==> config.mk <==
export PLATFORM = sky130hd
export DESIGN_NAME = wb_port_arbiter
export DESIGN_NICKNAME = d
export VERILOG_FILES = /design/src/rtl/wb_port_arbiter.sv
export SDC_FILE = /design/constraint.sdc
export NUM_CORES = 1
export LEC_CHECK = 0
export ABC_AREA = 1
export CAP_MARGIN = 20
export CORE_MARGIN = 1.5
export CORE_UTILIZATION = 49
export CTS_CLUSTER_SIZE = 16
export DETAILED_ROUTE_END_ITERATION = 7
export PLACE_DENSITY_LB_ADDON = 0.25
export SLEW_MARGIN = 5
export SYNTH_ARGS = -nofsm -noshare
export SYNTH_HDL_FRONTEND = slang
export SYNTH_SLANG_ARGS = --single-unit
export TNS_END_PERCENT = 1
==> constraint.sdc <==
create_clock -name clk -period 2.9 [get_ports clk]
set_clock_uncertainty 0.05 [all_clocks]
set_input_delay 0.58 -clock clk [delete_from_list [all_inputs] [get_ports clk]]
set_output_delay 0.58 -clock clk [all_outputs]
set_load 0.05 [all_outputs]
==> src/rtl/wb_port_arbiter.sv <==
// rtl/wb_port_arbiter.sv - shares the register-file write port between the MEM/WB pipeline and a long-latency unit
module wb_port_arbiter #(
    parameter int DATA_W     = 32,
    parameter int ADDR_W     = 7,
    parameter int STARVE_MAX = 4
) (
    input  logic              clk,
    input  logic              rst,
    input  logic              PipeValid,
    input  logic [ADDR_W-1:0] PipeAddr,
    input  logic [DATA_W-1:0] PipeData,
    input  logic              UnitValid,
    input  logic [ADDR_W-1:0] UnitAddr,
    input  logic [DATA_W-1:0] UnitData,
    output logic              UnitReady,
    output logic              StallPipe,
    output logic              WrEn,
    output logic [ADDR_W-1:0] WrAddr,
    output logic [DATA_W-1:0] WrData
);

    typedef enum logic [1:0] {
        S_IDLE  = 2'd0,
        S_HELD  = 2'd1,
        S_FORCE = 2'd2
    } state_e;

    localparam logic [3:0] STARVE_LIM = 4'(STARVE_MAX);

    state_e            state_q, state_d;
    logic [3:0]        cnt_q, cnt_d;
    logic [ADDR_W-1:0] buf_addr_q, buf_addr_d;
    logic [DATA_W-1:0] buf_data_q, buf_data_d;
    logic              wr_en_q;
    logic [ADDR_W-1:0] wr_addr_q;
    logic [DATA_W-1:0] wr_data_q;

    logic              sel_en;
    logic [ADDR_W-1:0] sel_addr;
    logic [DATA_W-1:0] sel_data;
    logic              unit_ready;
    logic              stall_pipe;
    logic              transfer;
    logic [3:0]        cnt_inc;

    assign transfer = UnitValid && unit_ready;
    assign cnt_inc  = cnt_q + 4'd1;

    always_ff @(posedge clk) begin
        if (rst) begin
            state_q    <= S_IDLE;
            cnt_q      <= 4'd0;
            buf_addr_q <= '0;
            buf_data_q <= '0;
        end else begin
            state_q    <= state_d;
            cnt_q      <= cnt_d;
            buf_addr_q <= buf_addr_d;
            buf_data_q <= buf_data_d;
        end
    end

    always_comb begin
        state_d    = state_q;
        cnt_d      = cnt_q;
        buf_addr_d = buf_addr_q;
        buf_data_d = buf_data_q;
        sel_en     = 1'b0;
        sel_addr   = PipeAddr;
        sel_data   = PipeData;
        case (state_q)
            S_IDLE: begin
                if (PipeValid) begin
                    sel_en = 1'b1;
                    // A losing result for r0 would be discarded anyway, so never buffer it.
                    if (transfer && (UnitAddr != '0)) begin
                        buf_addr_d = UnitAddr;
                        buf_data_d = UnitData;
                        cnt_d      = 4'd0;
                        state_d    = S_HELD;
                    end
                end else if (transfer) begin
                    sel_en   = 1'b1;
                    sel_addr = UnitAddr;
                    sel_data = UnitData;
                end
            end
            S_HELD: begin
                sel_en = 1'b1;
                if (!PipeValid) begin
                    sel_addr = buf_addr_q;
                    sel_data = buf_data_q;
                    state_d  = S_IDLE;
                end else if (PipeAddr == buf_addr_q) begin
                    state_d = S_IDLE;
                end else begin
                    cnt_d = (cnt_q == STARVE_LIM) ? cnt_q : cnt_inc;
                    if (cnt_inc == STARVE_LIM) begin
                        state_d = S_FORCE;
                    end
                end
            end
            S_FORCE: begin
                // Pipeline is frozen this cycle, so its entry is simply replayed later.
                sel_en   = 1'b1;
                sel_addr = buf_addr_q;
                sel_data = buf_data_q;
                state_d  = S_IDLE;
            end
            default: begin
                state_d = S_IDLE;
            end
        endcase
    end

    always_comb begin
        unit_ready = 1'b0;
        stall_pipe = 1'b0;
        if (!rst) begin
            unit_ready = (state_q == S_IDLE);
            stall_pipe = (state_q == S_FORCE);
        end
    end

    always_ff @(posedge clk) begin
        if (rst) begin
            wr_en_q   <= 1'b0;
            wr_addr_q <= '0;
            wr_data_q <= '0;
        end else begin
            wr_en_q <= sel_en && (sel_addr != '0);
            if (sel_en && (sel_addr != '0)) begin
                wr_addr_q <= sel_addr;
                wr_data_q <= sel_data;
            end
        end
    end

    assign UnitReady = unit_ready;
    assign StallPipe = stall_pipe;
    assign WrEn      = wr_en_q;
    assign WrAddr    = wr_addr_q;
    assign WrData    = wr_data_q;

endmodule

==> summary.md <==
| Metric | Value |
|---|---|
| H-Tree Depth | 3 |
| Clock transition at path regs | 0.09 ns |
| # fillers | slightly above 800 |
| RSZ-0062 raised after global routing | no |
| WL/cell | 13.69 um |
| Count of buffers from port buffering | ~120 |
| Final worst setup slack | between 0.3 and 0.4 ns |
| Hold Worst Slack | between 0.4 and 0.5 ns |
| Min-delay worst type | flop to flop |
| Core box area | 9196 um2 |
| Final Critical Period | approximately 2.5 ns |
| Placed insts | 903 |
| CP max stage cell | nor2_4 |
| Gpl congestion | just over 0.9 |
| Post-CTS setup buffer count | 0 |
| Tot GR Track Use | 25.19% |
| Final number of hold-violating endpoints | 0 |
| Peak VDD IR | 604.2 uV |
| Final period util | between 80% and 90% |
| CP bufs+invs | 2 |
| Final setup vio count | 0 |
| Vias | between 4k and 5k |
| Syn Inst Count | between 600 and 700 |
| Crit path from | state_q[1] |
| Vias per cell | 5.229 |
| Flip-flop and latch count after synthesis | 85 |
| Syn avg cell area | ~6.7 um2 |
| Nets@finish | approximately 890 |
| Hold buffer count at CTS | 0 |
| Top delay family on crit path | simple AND/OR/NAND/NOR gates |
| Mapped Nets | around 780 |
| Relative slew slack | just under 50% |
| Clk Latency, worst-skew pair | 0.35 ns |
| Initial antenna violation count | 0 |
| CTS tree | built |
| CP endpoint kind | flop |
| Seq/Total Area, Yosys | a little over a third |
| Number of max-cap violations | 0 |
| Worst path required time | between 3 and 4 ns |
| Cell Area, Synth | approximately 4600 um2 |
| DRC | 0 |
| CP Class | flop to flop |
| Setup TNS | 0 ns |
| Final HPWL DP | between 8000 and 9000 um |
| Clk root buf | clkbuf_8 |
| Cell variety after synth | 31 |
| TritonRoute pass-1 iters | 5 |
| F_max | approximately 400 MHz |
| DR iter-0 viols | between 150 and 200 |
| Share of cells above drive strength 1 | under 10% |
| Power Density | approximately 1100 nW/um2 |
| Total congestion overflow | 0 |
| Crit path max fanout | 19 |
| Diode count | 0 |
| Total leakage power | about 2.9 nW |
| # IOs | 124 |
| Die Y | between 100 and 150 um |
| Largest buffer count on any clock path | 2 |
| Cts bufs inserted | 9 |
| Status | complete, no violations |
| Clock sinks | between 80 and 90 |
| Critical path launch point type | flop |
| Number of global-route vias before repair | ~4.5k |
| Worst path arrival time | 2.78 ns |
| R2r setup slk | roughly 0.35 ns |
| Worst flop-to-flop path startpoint | state_q[1] |
| Worst-Margin Slew | roughly 0.77 ns |
| Starting Density | between 50% and 60% |
| Critical Path Max Stage Delay | about 0.50 ns |
| Total Wirelength | between 10000 and 15000 um |
| # rows | 35 |
| Synthesis-to-layout area growth | 34.34% |
| HP Start | buf_addr_q[4] |
| Finished Layout Cells | between 900 and 1k |
| Synth warnings | 0 |
| Max Slew Vio Count | 0 |
| Setup slack at placement | -0.1411 ns |
| Post-route ant nets | 0 |
| Die Wd | about 100 um |
| Power Total | slightly below 7 mW |
| Most Frequent Cell on Critical Path | nand2_1 |
| Die ar. | just over 10000 um2 |
| Largest net degree at the start of global routing | a little over 80 |
| Crit path cell chain | inv_1 > ha_1 > inv_2 > nor2_4 > nand4_1 > nand2_1 > nand2_1 > nand2_1 > nor2_1 > nand2_1 > nor2_4 > nor2_4 > nor2_1 > nor2_1 |
| First-pass GRT wire length | approximately 20000 um |
[worst paths after layout]
| check | to | cells after the start |
|---|---|---|
| max reg2reg | WrData[5] | 14 |
| min | buf_addr_q[4] | 2 |
| min reg2reg | buf_addr_q[4] | 2 |
| max | WrData[5] | 14 |
[final cells by class]
type	instances	area (um2)	area share [%]
Clock buffer	10	137.6	2.207
Tap cell	111	138.9	2.227
Multi-Input combinational cell	464	2365	37.92
Timing Repair Buffer	144	1421	22.79
Inverter	100	377.9	6.059
Sequential cell	85	1702	27.29
Clock inverter	6	93.84	1.505
[worst min-delay path: cells and delay by family (launching register included)]
kind	cells	cell delay (ns)
buf+inv	1	0.07
compound gates	1	0.06
flops	1	0.33
[synth_stat cells]
library cell  instances  area (um2)
o21ai_0              75       375.4
nor2_2               10       62.56
a21o_1                1       7.510
inv_2                 9       33.78
nor3_1                4       20.02
clkinv_1              3       11.26
a211oi_1              1       7.510
buf_4                 1       7.510
nand2_1             125       469.2
a22o_1               31       271.5
inv_4                 1       6.260
buf_6                 5       56.30
nand4_1               7       43.79
inv_1                87       326.6
xor2_1                6       52.55
nor2_4                3       33.78
buf_1                 1       3.750
clkbuf_1             29       108.9
dfxtp_1              85        1702
nand4_4               1       21.27
ha_1                  8       100.1
o21ai_2               1       8.760
nand3_1              48       240.2
or2_2                 1       6.260
nor2_1               87       326.6
a21oi_1              45       225.2
nand3_2               2       20.02
nand2_2               4       25.02
xnor2_1               2       17.52
nand2_4               1       11.26
buf_2                 8       40.04
[layer usage]
metal / share of wire, % / up-vias / global-route usage (%)
li1: - / 2431 / -
met1: 44 / 2187 / 32.70
met2: 48 / 167 / 42.86
met3: 6.3 / 26 / 3.203
met4: 2.0 / 0 / 9.426
met5: 0 / - / 0
[flip-flops by register name, summed over array words and instances (netlist names)]
name / flops
WrData: 32
buf_data_q: 32
WrAddr: 7
buf_addr_q: 7
cnt_q: 4
state_q: 2
WrEn: 1
[kinds of logic (layout without fill, tap and decap cells)]
| kind of cell | count (synthesis) | count (layout) | share of synthesized area, % |
|---|---|---|---|
| simple gates | 293 | 294 | 27.57 |
| compound gates | 154 | 154 | 19.30 |
| buf+inv | 144 | 260 | 12.80 |
| flops | 85 | 85 | 36.66 |
| fa+ha+maj | 8 | 8 | 2.156 |
| xor+xnor | 8 | 8 | 1.509 |
[layout by cell type (no fill, tap or decap)]
cell,instances
nand2_1,125
clkdlybuf4s50_1,121
inv_1,87
nor2_1,86
dfxtp_1,85
o21ai_0,75
nand3_1,48
a21oi_1,45
a22o_1,31
buf_4,20
nor2_2,10
clkbuf_8,10
inv_2,9
ha_1,8
nand4_1,7
xor2_1,6
nor2_4,5
nand2_2,4
nor3_1,4
clkinv_1,3
clkinvlp_4,3
buf_12,3
nand3_2,2
xnor2_1,2
bufinv_16,2
inv_4,1
nand4_4,1
nand2_4,1
o21ai_2,1
or2_2,1
a211oi_1,1
a21o_1,1
inv_8,1
[where the power goes]
group          leakage (nW)  switching (mW)  internal (mW)
Sequential            0.700           0.192           1.48
Clock                 0.107           0.442          0.515
Combinational          2.07            2.76           1.53
Total                  2.88            3.40           3.52
[through the flow]
step	util, %	instance area (um2)
3_5_place_dp	65.17	5993
5_1_grt	67.81	6236
2_1_floorplan	-	4642
6_report	67.81	6236
3_3_place_gp	65.17	5993
4_1_cts	67.69	6225
[timing repair]
| action | CTS | global route |
|---|---|---|
| endpoints found under the setup margin | 0 | 39 |
| gates resized for setup | 0 | 1 |
| endpoints found under the hold margin | 0 | 0 |
No activity file was read; power rests on OpenSTA's default activity.
